===== config.mk =====
export PLATFORM = sky130hd
export DESIGN_NAME = schedule_prog_mp
export DESIGN_NICKNAME = d
export VERILOG_FILES = /design/src/rtl/schedule_prog_mp_pkg.sv /design/src/rtl/schedule_prog_mp_prog_addr_gen.sv /design/src/rtl/schedule_prog_mp.sv
export SDC_FILE = /design/constraint.sdc
export NUM_CORES = 1
export LEC_CHECK = 0
export ABC_CLOCK_PERIOD_IN_PS = 12150
export BUFFER_PORTS_ARGS = -buffer_cell sky130_fd_sc_hd__buf_2
export CORE_MARGIN = 1.5
export CORE_UTILIZATION = 47
export DETAILED_ROUTE_END_ITERATION = 10
export GPL_TIMING_DRIVEN = 0
export PLACE_DENSITY_LB_ADDON = 0.3
export REMOVE_ABC_BUFFERS = 1
export SLEW_MARGIN = 0
export SYNTH_ARGS = -nofsm -noshare
export SYNTH_HDL_FRONTEND = slang
export SYNTH_SLANG_ARGS = --single-unit

===== constraint.sdc =====
create_clock -name clk -period 12.15 [get_ports clk]
set_clock_uncertainty 0.2 [all_clocks]
set_input_delay 1.215 -clock clk [delete_from_list [all_inputs] [get_ports clk]]
set_output_delay 1.215 -clock clk [all_outputs]
set_load 0.005 [all_outputs]

===== src/rtl/schedule_prog_mp_pkg.sv =====
// Shared constants and types for the multi-plane page program scheduler.
// Holds the NAND program opcodes, the default parameter values and the FSM state type.
package schedule_prog_mp_pkg;

  // Opcodes are {cmd2, cmd1}; 80h opens the program, 10h/11h confirms it.
  localparam logic [15:0] CMD_PROG_1080    = 16'h1080;
  localparam logic [15:0] CMD_PROG_MP_1180 = 16'h1180;

  localparam logic [11:0] PARAM_MID_DEFAULT = 12'h800;

  localparam int DEF_ID_W       = 16;
  localparam int DEF_ADDR_W     = 48;
  localparam int DEF_LEN_W      = 24;
  localparam int DEF_PAGE_BYTES = 2048;
  localparam int DEF_PAGE_LSB   = 0;
  localparam int DEF_PAGE_BITS  = 8;
  localparam int DEF_PLANE_BIT  = 16;

  typedef enum logic [1:0] {
    ST_IDLE,
    ST_WAIT_DATA,
    ST_ISSUE
  } state_t;

endpackage


===== src/rtl/schedule_prog_mp_prog_addr_gen.sv =====
// Combinational page address and opcode generator.
// In two-plane mode pages are paired: the even page of a pair keeps the base
// plane and opens with 80h-11h, the odd page flips the plane and closes with
// 80h-10h. A lone trailing even page is issued as a plain single-plane program.
module prog_addr_gen
  import schedule_prog_mp_pkg::*;
#(
  parameter int ADDR_W    = DEF_ADDR_W,
  parameter int IDX_W     = DEF_LEN_W,
  parameter int PAGE_LSB  = DEF_PAGE_LSB,
  parameter int PAGE_BITS = DEF_PAGE_BITS,
  parameter int PLANE_BIT = DEF_PLANE_BIT
) (
  input  logic [ADDR_W-1:0] base,
  input  logic [IDX_W-1:0]  page_idx,
  input  logic              mp_en,
  input  logic              last,
  output logic [ADDR_W-1:0] page_addr,
  output logic [15:0]       opcode
);

  logic [PAGE_BITS-1:0] page_field;

  // Replace the page field with base + offset (wrapping, no carry out) and set the plane bit.
  always_comb begin
    page_field = base[PAGE_LSB +: PAGE_BITS]
               + PAGE_BITS'(mp_en ? (page_idx >> 1) : page_idx);
    page_addr = base;
    page_addr[PAGE_LSB +: PAGE_BITS] = page_field;
    if (mp_en) begin
      page_addr[PLANE_BIT] = base[PLANE_BIT] ^ page_idx[0];
    end
    opcode = (mp_en && !page_idx[0] && !last) ? CMD_PROG_MP_1180 : CMD_PROG_1080;
  end

endmodule


===== src/rtl/schedule_prog_mp.sv =====
// Host write command to page program scheduler.
// Splits one host write into page-sized program commands, waits until enough
// write data is buffered for each page, and hands each page to the page
// command stage over a valid/ready handshake. Optional two-plane pairing.
module schedule_prog_mp
  import schedule_prog_mp_pkg::*;
#(
  parameter int          ID_W       = DEF_ID_W,
  parameter int          ADDR_W     = DEF_ADDR_W,
  parameter int          LEN_W      = DEF_LEN_W,
  parameter int          PAGE_BYTES = DEF_PAGE_BYTES,
  parameter int          PAGE_LSB   = DEF_PAGE_LSB,
  parameter int          PAGE_BITS  = DEF_PAGE_BITS,
  parameter int          PLANE_BIT  = DEF_PLANE_BIT,
  parameter logic [11:0] PARAM_MID  = PARAM_MID_DEFAULT
) (
  input  logic              clk,
  input  logic              rst,
  input  logic              i_cmd_valid,
  output logic              o_cmd_ready,
  input  logic [ID_W-1:0]   i_wcmd_id,
  input  logic [ADDR_W-1:0] i_waddr,
  input  logic [LEN_W-1:0]  i_wlen,
  input  logic              i_mp_en,
  input  logic [LEN_W-1:0]  i_wdata_avail,
  input  logic              i_page_cmd_ready,
  output logic              o_page_cmd_valid,
  output logic [15:0]       o_page_cmd,
  output logic              o_page_cmd_last,
  output logic [ID_W-1:0]   o_page_cmd_id,
  output logic [ADDR_W-1:0] o_page_addr,
  output logic [31:0]       o_page_cmd_param,
  output logic              o_busy,
  output logic              o_cmd_done
);

  // One extra bit so chunk and issued+chunk never overflow in the data compare.
  localparam int CW = LEN_W + 1;
  localparam logic [CW-1:0] PAGE_CHUNK = CW'(PAGE_BYTES);

  state_t              state;
  logic [ID_W-1:0]     id_q;
  logic [ADDR_W-1:0]   base_q;
  logic                mp_q;
  logic [LEN_W-1:0]    remaining;
  logic [LEN_W-1:0]    issued;
  logic [LEN_W-1:0]    page_idx;

  logic [CW-1:0]       chunk;
  logic [CW-1:0]       need;
  logic                is_last;
  logic                data_ok;
  logic [ADDR_W-1:0]   gen_addr;
  logic [15:0]         gen_op;

  assign o_cmd_ready = (state == ST_IDLE);
  assign o_busy      = (state != ST_IDLE);

  // Size of the current page, the cumulative data it needs, and whether it ends the command.
  always_comb begin
    chunk   = ({1'b0, remaining} > PAGE_CHUNK) ? PAGE_CHUNK : {1'b0, remaining};
    need    = {1'b0, issued} + chunk;
    is_last = ({1'b0, remaining} == chunk);
    data_ok = ({1'b0, i_wdata_avail} >= need);
  end

  prog_addr_gen #(
    .ADDR_W    (ADDR_W),
    .IDX_W     (LEN_W),
    .PAGE_LSB  (PAGE_LSB),
    .PAGE_BITS (PAGE_BITS),
    .PLANE_BIT (PLANE_BIT)
  ) u_addr_gen (
    .base      (base_q),
    .page_idx  (page_idx),
    .mp_en     (mp_q),
    .last      (is_last),
    .page_addr (gen_addr),
    .opcode    (gen_op)
  );

  // Scheduler FSM: accept a command, wait for each page's data, hold the page until taken.
  always_ff @(posedge clk) begin
    if (rst) begin
      state            <= ST_IDLE;
      id_q             <= '0;
      base_q           <= '0;
      mp_q             <= 1'b0;
      remaining        <= '0;
      issued           <= '0;
      page_idx         <= '0;
      o_page_cmd_valid <= 1'b0;
      o_page_cmd       <= '0;
      o_page_cmd_last  <= 1'b0;
      o_page_cmd_id    <= '0;
      o_page_addr      <= '0;
      o_page_cmd_param <= '0;
      o_cmd_done       <= 1'b0;
    end else begin
      o_cmd_done <= 1'b0;
      case (state)
        ST_IDLE: begin
          if (i_cmd_valid) begin
            id_q      <= i_wcmd_id;
            base_q    <= i_waddr;
            mp_q      <= i_mp_en;
            remaining <= i_wlen;
            issued    <= '0;
            page_idx  <= '0;
            if (i_wlen == '0) begin
              o_cmd_done <= 1'b1;
            end else begin
              state <= ST_WAIT_DATA;
            end
          end
        end
        ST_WAIT_DATA: begin
          if (data_ok) begin
            o_page_cmd_valid <= 1'b1;
            o_page_cmd       <= gen_op;
            o_page_cmd_last  <= is_last;
            o_page_cmd_id    <= id_q;
            o_page_addr      <= gen_addr;
            o_page_cmd_param <= {chunk[15:0], PARAM_MID, 3'h6, 1'b1};
            state            <= ST_ISSUE;
          end
        end
        ST_ISSUE: begin
          if (i_page_cmd_ready) begin
            o_page_cmd_valid <= 1'b0;
            remaining        <= remaining - chunk[LEN_W-1:0];
            issued           <= issued + chunk[LEN_W-1:0];
            page_idx         <= page_idx + 1'b1;
            if (o_page_cmd_last) begin
              o_cmd_done <= 1'b1;
              state      <= ST_IDLE;
            end else begin
              state <= ST_WAIT_DATA;
            end
          end
        end
        default: state <= ST_IDLE;
      endcase
    end
  end

endmodule


# Word level (Yosys, flattened, before mapping)
# Cells that the tools add are included.
[totals] regBits=242 latch_bits=0 ram_bits=0 romBits=0 in_bits=117 out_inout_bits=117 wordCells=69 n_memories=0
[classes] n_addsub=5 mul=0 div=0 order_cmp=2 n_eq_ne=7 shift=0 n_mux=26 bitwise_logic=1 reduce_logical=14
[ops] operator="$mux W24" n=6
[ops] operator="$pmux W24 S2" n=3
[ops] operator="$add A24 B24 Y25" n=1
[ops] operator="$ge A24 B25 Y1" n=1
[ops] operator="$add A24 B1 Y24 const B" n=1
[ops] operator="$add A24 B24 Y24" n=1
[ops] operator="$eq A24 B24 Y1" n=1
[ops] operator="$gt A24 B12 Y1 const B" n=1
[ops] operator="$logic_not A24 Y1" n=1
[ops] operator="$sub A24 B24 Y24" n=1
[ops] operator="$mux W9" n=1
[ops] operator="$add A8 B8 Y8" n=1
[ops] operator="$mux W1" n=8
[ops] operator="$mux W2" n=4
[ops] operator="$mux W8" n=1
[ops] operator="$ne A2 B2 Y1 const B" n=4
[ops] operator="$pmux W2 S3" n=1
[ops] operator="$reduce_and A3 Y1" n=2
[ops] operator="$reduce_bool A2 Y1" n=3
[ops] operator="$pmux W1 S2" n=2
[ops] operator="$reduce_and A2 Y1" n=2
[ops] operator="$reduce_and A4 Y1" n=1
[ops] operator="$eq A2 B1 Y1 const B" n=1
[ops] operator="$eq A2 B2 Y1 const B" n=1
[ops] operator="4 further kinds" n=6

# Logic depth before layout (Yosys ltp)
# Gate-level depths: netlist (run 1).
[depth] word_depth=6 mapped_depth=23 ltp_nobuf=21

# Cells and area by module
# Synthesis (run 1) repeated with hierarchy kept, for this count alone.
[unflattened] cells_unflattened=1499 hier_area_um2=12663.4
[by_module_without_submodules] module="schedule_prog_mp" n_inst=1 cells_each=1392 area_per_inst_um2=11836.4 seq_area_each_um2=4784.6
[by_module_without_submodules] module="prog_addr_gen" n_inst=1 cells_each=107 area_per_inst_um2=827.0 seq_area_each_um2=0.0

# Worst setup path after synthesis (run 1)
# OpenSTA, ideal clock, no wires.
[synth_timing] path_kind="reg2reg" startpoint="register remaining[12]" endpoint="register o_page_addr[16]" setup_ns=0.121 arrival_time_ns=5.293 t_required_ns=11.829 setup_slack_ns=6.535 path_stages_with_launch=22 n_path_buf=3 period_less_slack_ns=5.615 path_cell_list="dfxtp_1 > or3_4 > nor4_1 > clkbuf_1 > and3_1 > ha_1 > a21o_1 > a21o_1 > a221oi_1 > a21boi_0 > o21ai_0 > nand2_1 > xnor2_1 > ha_1 > nand4_1 > nor4_1 > a41oi_1 > a21bo_2 > a211o_1 > buf_6 > buf_6 > mux2_4"
[synth_via] elab_chain_len=5
[synth_rtl] element="from (decl)" line_no="schedule_prog_mp.sv:45" rtl="logic [LEN_W-1:0] remaining;"
[synth_rtl] element="from (signal assigned)" line_no="schedule_prog_mp.sv:107" rtl="remaining <= i_wlen;"
[synth_rtl] element="from (signal assigned)" line_no="schedule_prog_mp.sv:131" rtl="remaining <= remaining - chunk[LEN_W-1:0];"
[synth_rtl] element="$gt A24 B12 Y1" line_no="schedule_prog_mp.sv:61" rtl="chunk = ({1'b0, remaining} > PAGE_CHUNK) ? PAGE_CHUNK : {1'b0, remaining};"
[synth_rtl] element="$mux W24" line_no="schedule_prog_mp.sv:61"
[synth_rtl] element="named net chunk[10]" line_no="schedule_prog_mp.sv:49" rtl="logic [CW-1:0] chunk;"
[synth_rtl] element="$add A24 B24 Y25" line_no="schedule_prog_mp.sv:62" rtl="need = {1'b0, issued} + chunk;"
[synth_rtl] element="$ge A24 B25 Y1" line_no="schedule_prog_mp.sv:64" rtl="data_ok = ({1'b0, i_wdata_avail} >= need);"
[synth_rtl] element="$reduce_and A2 Y1 (no line)"
[synth_rtl] element="to (signal assigned)" line_no="schedule_prog_mp.sv:123" rtl="o_page_addr <= gen_addr;"
[synth_rtl] element="to (decl)" line_no="schedule_prog_mp.sv:31" rtl="output logic [ADDR_W-1:0] o_page_addr,"
# The timed path passes the listed nets, and every way through them passes these cells.
# A chain may end at the register's enable or synchronous reset.

# Worst setup path after layout (run 1)
[layout_timing] startpoint="register remaining[1]" endpoint="register o_page_addr[1]"
# The elaborated chain is that of the path after synthesis.

==> results.json, run 1 <==
{
  "muxShareOfSynthArea_pct": 8.47,
  "antenna_found_initial": 1,
  "seqPwrFrac_pct": 43.5,
  "layout_commonest_cell": "dfxtp_1",
  "worst_r2r_startpoint": "remaining[1]$_SDFFE_PP0P_",
  "p_int_w": 0.00124,
  "setup-violations-final": 0,
  "critPathMaxStageDelay_ps": 870,
  "cp_max_fo": 48,
  "synth_seq_cells": 209,
  "rows": 55,
  "grt_pass1_wl_microns": 42400,
  "grt_overflow_total": 0,
  "worst_slew_pin_slew_ps": 1070,
  "vias": 9287,
  "critPathLaunch": "remaining[1]$_SDFFE_PP0P_",
  "first_global_vias": 8572,
  "crit_chain": "nor3_1, nand4_1, o21ai_0, nand2_1, nor2_1, ha_1, nand2_1, or3b_2, a211o_1, a21boi_0, o21ai_0, nand2_1, xnor2_1, ha_1, nand4_1, nor4_1, a41oi_1, a21bo_2, a211o_4, buf_16, mux2_4",
  "final_antenna_net_count": 0,
  "die_w_microns": 156,
  "fmax_mhz": 134,
  "avgSynthCellArea_sq_um": 8.45,
  "crit_slowest_cell": "o21ai_0",
  "min_from": "base_q[37]$_SDFFE_PP0P_",
  "status": "finished clean",
  "synthToLayoutAreaGrowth_pct": 17.6,
  "post_cts_buffers": 0,
  "cts_sinks": 209,
  "powerDensity_nw_per_um2": 131,
  "crit_required_ps": 12330,
  "synth_fa_ha_area_share_pct": 6.82,
  "ys.flop_type": "dfxtp_1",
  "synth_simple_gate_area_share_pct": 23.2,
  "synthCells": 1307,
  "start_util_pct": 48.3,
  "hold_viol_final": 0,
  "fin_setup_tns_ps": 0,
  "drv_cap": 0,
  "path_delay_family": "simple AND/OR/NAND/NOR gates",
  "core_sq_um": 22800,
  "first_pass_iters": 7,
  "die_h_microns": 156,
  "critPathLaunchType": "register",
  "dp.cells": 1766,
  "clkTransAtPathRegs_ps": 60,
  "async_flop_share_pct": 0,
  "worst-path-buf-inv": 1,
  "syn-cell-area_sq_um": 11000,
  "ys_types": 72,
  "drv_slew": 0,
  "hpwl_microns": 18200,
  "drt_first_iter_violations": 612,
  "criticalPathCategory": "reg -> reg",
  "ctsHoldBuffers": 0,
  "vdd.ir_drop.worst_v": 0.000116,
  "pwr-share-comb_pct": 15.7,
  "swShare_pct": 27.1,
  "drcViolationCount": 0,
  "worstSkewPairLatency_ps": 520,
  "clockPowerShare_pct": 40.8,
  "slew_headroom_pct": 28.6,
  "wl_per_cell_microns": 14.4,
  "layout_common_cells": "dfxtp_1, buf_2, nand2_1",
  "synth_compound_area_share_pct": 15.4,
  "grt_use_total_pct": 21.1,
  "worstSetupEndpointType": "register",
  "cp_common_cell": "nand2_1",
  "numPortBuffers": 208,
  "p_leak_nw": 5.87,
  "power_switching_w": 0.000462,
  "synth_edf_count": 0,
  "nNetsFinal": 1655,
  "cts_buffer_depth": 3,
  "die_area_sq_um": 24400,
  "totalWireLength_microns": 26100,
  "drt-vias-per-instance": 5.13,
  "ys_seq_area_share_pct": 37.9,
  "cts_tree": "built",
  "htree_levels": 1,
  "gp_congestion": 0.888,
  "min_period_over_period_pct": 61.6,
  "post_cts_resized": 0,
  "cts_buffers": 24,
  "stdcell_count": 1811,
  "rsz0062_at_grt": "no",
  "synth_warnings": 0,
  "synthXorXnorAreaFrac_pct": 2.38,
  "synth_top_family_by_area": "simple AND/OR/NAND/NOR gates",
  "grt_max_degree": 180,
  "hp-class": "reg -> reg",
  "critPathArrivalTime_ps": 7660,
  "io_pins": 234,
  "layout_min_cycle_time_ps": 7480,
  "ctsRootBufferMaster": "clkbuf_16",
  "layout-drive-gt1-share_pct": 19.5
}
## power groups by stage
stage                     Combinational, W  Sequential [W]  Clock (W)
after floorplan                   0.000173        0.000751          0
after detailed placement          0.000269        0.000755          0
after CTS                         0.000270        0.000740   0.000715
after global routing              0.000300        0.000745   0.000739
final                             0.000268        0.000741   0.000695
after global placement            0.000264        0.000754          0
## stage by stage
stage / setup slack [ps] / total power (W) / hold slack [ps] / cell area, sq um / util (%)
floorplan: 4520 / 0.000924 / 231 / 10600 / -
global placement: 1960 / 0.00102 / 240 / 12100 / 52.8
detailed placement: 4840 / 0.00102 / 247 / 12200 / 53.5
CTS: 4800 / 0.00173 / 255 / 13000 / 56.8
global route: 4010 / 0.00178 / 271 / 13000 / 56.8
finish: 4670 / 0.00170 / 253 / 13000 / 56.8
## path summary, 6_finish.rpt
kind / slack [ps] / end / cells past startpoint
setup / recovery: 4670 / o_page_addr[1]$_SDFFE_PP0P_ / 21
hold / removal: 250 / base_q[37]$_SDFFE_PP0P_ / 2
setup reg to reg: 4670 / o_page_addr[1]$_SDFFE_PP0P_ / 21
hold reg to reg: 250 / base_q[37]$_SDFFE_PP0P_ / 2
## sequential cells by signal, indices dropped and copies added (netlist names)
signal            cells
o_page_addr          48
state                 2
o_page_cmd_last       1
mp_q                  1
issued               24
page_idx              9
o_page_cmd_id        16
o_page_cmd_param     17
o_cmd_done            1
id_q                 16
base_q               48
o_page_cmd            1
o_page_cmd_valid      1
remaining            24
## synth_stat cells (4+ instances only)
cell type  count  share of area (%)
o31ai_1        4               0.27
mux2i_1       72                6.5
a211oi_1       6               0.41
nor2_1        73                2.5
xnor2_1       15                1.2
o311ai_0       4               0.32
nor4_1        13               0.74
nor2b_1       17               0.96
ha_1          57                6.5
a22oi_1       12               0.82
o21ai_0       52                2.4
nand3_1       10               0.45
clkbuf_1      61                2.1
inv_1         22               0.75
nand2_1      202                6.9
nor3b_1        6               0.41
mux2_2         7               0.71
o21a_1         9               0.61
mux2_4         9                1.2
or2_2          4               0.23
a21boi_0       4               0.27
xor2_1        15                1.2
buf_4         35                2.4
and3_1        14               0.79
nand4_1        9               0.51
a31oi_1        4               0.23
or3_1          5               0.28
dfxtp_1      209                 38
nor3_1        16               0.73
nand2b_1     131                7.4
a21o_1        14               0.95
a21oi_1      127                5.8
and2_1         5               0.28
## layout make-up
| class | instances | area (sq um) |
|---|---|---|
| fill | 2172 | 9860 |
| clock inverter | 6 | 66.3 |
| multi-input combinational | 1007 | 6380 |
| sequential | 209 | 4180 |
| inverter | 23 | 86.3 |
| antenna | 2 | 5.00 |
| tap | 313 | 392 |
| clock buffer | 37 | 699 |
| timing repair buffer | 214 | 1170 |
## per-layer routing
layer  vias to the layer above  routed length [microns]  track usage (%)
li1                       4777                        -                -
met5                         -                        0                0
met3                        45                     1410             3.41
met1                      4229                    12000             28.6
met4                         0                      670             6.58
met2                       236                    12100             34.5
## worst reg2reg max path, delay by kind of cell (launching register included)
kind                       cells  cell delay [ps]
adders and majority gates      2              520
and+or+nand+nor                9             2820
DFF                            1              360
buffers and inverters          1              290
xor gates and xnor gates       1               80
AOI/OAI and AO/OA              7             2670
muxes                          1              430
## cell families (layout without fill, tap and decap cells)
group | after synthesis | after routing
simple gates | 517 | 517
compound gates | 275 | 275
flops | 209 | 209
buf+inv | 127 | 280
mux | 88 | 88
fa+ha+maj | 59 | 59
xor+xnor | 30 | 30
other cells | 2 | 40
No activity file was read; power rests on OpenSTA's default activity.
==> run 2, diff against run 1 <==
Settings changed: ABC_CLOCK_PERIOD_IN_PS 12150 to 7850.
Clock period 12.15 ns to 7.85 ns, I/O delays scaled along.
==> run 2 against run 1 <==
Combinational power rose by 55%. Largest power group unchanged. Total power rose by 55%. Maximum frequency rose by 5.2%. Non-clock buffer count did not move. Global-route usage did not move. Cell area did not move. Highest routed layer unchanged. Via count barely moved. Cell count did not move. Worst hold slack did not move.
==> results.json, run 2 (synthesized netlist as in run 1, its figures left out) <==
{
  "layout_commonest_cell": "dfxtp_1",
  "layout-drive-gt1-share_pct": 19.5,
  "powerDensity_nw_per_um2": 203,
  "final_antenna_net_count": 0,
  "slew_headroom_pct": 29.0,
  "critPathMaxStageDelay_ps": 590,
  "drt_first_iter_violations": 611,
  "first_global_vias": 8572,
  "gp_congestion": 0.888,
  "holdWs_ps": 253,
  "worstSetupEndpointType": "register",
  "cts_buffers": 24,
  "reg_top3": "base_q: 48 flops, o_page_addr: 48 flops",
  "vias": 9285,
  "rsz0062_at_grt": "no",
  "setup-violations-final": 0,
  "nFillCells": 2172,
  "p_leak_nw": 5.87,
  "critPathArrivalTime_ps": 7290,
  "min_period_over_period_pct": 90.6,
  "swShare_pct": 27.1,
  "grt_pass1_wl_microns": 42400,
  "cp_max_fo": 48,
  "crit_slowest_cell": "o21ai_1",
  "hpwl_microns": 18200,
  "criticalPathCategory": "reg -> reg",
  "fmax_mhz": 141,
  "core_sq_um": 22800,
  "grt_overflow_total": 0,
  "first_pass_iters": 5,
  "drv_cap": 0,
  "die_area_sq_um": 24400,
  "crit_required_ps": 8030,
  "pwr-share-comb_pct": 15.8,
  "grt_use_total_pct": 21.1,
  "dp_slack_ps": 543,
  "seqPwrFrac_pct": 43.5,
  "status": "finished clean",
  "antenna_found_initial": 1,
  "critPathLaunchType": "register",
  "vdd.ir_drop.worst_v": 0.000179,
  "dp.cells": 1766,
  "start_util_pct": 48.3,
  "drcViolationCount": 0,
  "hold_viol_final": 0,
  "cts_buffer_depth": 3,
  "cp_common_cell": "nand2_1",
  "clkTransAtPathRegs_ps": 60,
  "worst-path-buf-inv": 1,
  "die_w_microns": 156,
  "htree_levels": 1,
  "clockPowerShare_pct": 40.7,
  "rows": 55,
  "crit_chain": "nor3_1, nand4_1, o21ai_1, nand2_1, nor2_1, ha_1, nand2_1, or3b_2, a211o_1, a21boi_0, o21ai_0, nand2_1, xnor2_1, ha_1, nand4_1, nor4_1, a41oi_1, a21bo_2, a211o_4, buf_16, mux2_4",
  "hp-class": "reg -> reg",
  "power_switching_w": 0.000715,
  "ctsRootBufferMaster": "clkbuf_16",
  "fin_area_sq_um": 13000,
  "nNetsFinal": 1655,
  "cts_sinks": 209,
  "placed_area_sq_um": 12200,
  "layout_common_cells": "dfxtp_1, buf_2, nand2_1",
  "setup_slack_ps": 740,
  "worstSkewPairLatency_ps": 520,
  "path_delay_family": "simple AND/OR/NAND/NOR gates",
  "die_h_microns": 156,
  "stdcell_count": 1811,
  "layout_min_cycle_time_ps": 7110,
  "grt_max_degree": 180,
  "totalWireLength_microns": 26200,
  "wl_per_cell_microns": 14.4,
  "cts_tree": "built",
  "p_int_w": 0.00192,
  "synthToLayoutAreaGrowth_pct": 17.6,
  "io_pins": 234,
  "drv_slew": 0,
  "drt-vias-per-instance": 5.13,
  "worst_slew_pin_slew_ps": 1060,
  "numPortBuffers": 208
}
-- run 2: cell counts in the layout (fill, tap and decap cells not counted) --
No cell type changed its count.
-- run 2: final cells by class --
| cell class | count | area [sq um] | area share [%] |
|---|---|---|---|
| multi-input combinational | 1007 | 6380 | 49.2 |
| sequential | 209 | 4180 | 32.2 |
| timing repair buffer | 214 | 1170 | 9.00 |
| clock buffer | 37 | 699 | 5.39 |
| tap | 313 | 392 | 3.02 |
| inverter | 23 | 86.3 | 0.665 |
| clock inverter | 6 | 66.3 | 0.511 |
| antenna | 2 | 5.00 | 0.0385 |
-- run 2: power groups by stage --
stage	Clock, W	Combinational (W)	Sequential, W
detailed placement	0	0.000416	0.00117
floorplan	0	0.000267	0.00116
global placement	0	0.000409	0.00117
CTS	0.00111	0.000417	0.00115
finish	0.00107	0.000415	0.00115
global route	0.00114	0.000465	0.00115
-- run 2: through the flow --
step / setup TNS (ps) / total power, W / utilization (%)
6_report: 0 / 0.00264 / 56.8
5_1_grt: 0 / 0.00276 / 56.8
4_1_cts: 0 / 0.00267 / 56.8
3_5_place_dp: 0 / 0.00159 / 53.5
3_3_place_gp: -160750 / 0.00158 / 52.8
2_1_floorplan: 0 / 0.00143 / -
-- run 2: path summary, 6_finish.rpt --
path	endpoint	cells past startpoint	slack, ps	from
min	base_q[37]$_SDFFE_PP0P_	2	250	base_q[37]$_SDFFE_PP0P_
max	o_page_addr[1]$_SDFFE_PP0P_	21	740	remaining[1]$_SDFFE_PP0P_
max reg2reg	o_page_addr[1]$_SDFFE_PP0P_	21	740	remaining[1]$_SDFFE_PP0P_
min reg2reg	base_q[37]$_SDFFE_PP0P_	2	250	base_q[37]$_SDFFE_PP0P_
-- run 2: what timing repair did --
item                                   4_1_cts  5_1_grt
setup endpoints to repair                    0       48
resized for setup                            0        1
hold buffers                                 0        0
buffers inserted                             0        0
endpoints found under the hold margin        0        0
-- run 2: worst min-delay path: cells and delay by family (launching register included) --
| kind | cells | cell delay [ps] |
|---|---|---|
| AO/OA/AOI/OAI | 1 | 50 |
| flip-flops | 1 | 310 |
| AND/OR/NAND/NOR | 1 | 50 |
-- run 2: routing by layer --
metal	vias up	part of all wire [%]	wire (microns)	track usage [%]
met5	-	0	0	0
met4	0	2.6	670	6.58
met3	45	5.2	1370	3.41
met2	243	46	12100	34.5
met1	4217	46	12000	28.6
li1	4780	-	-	-
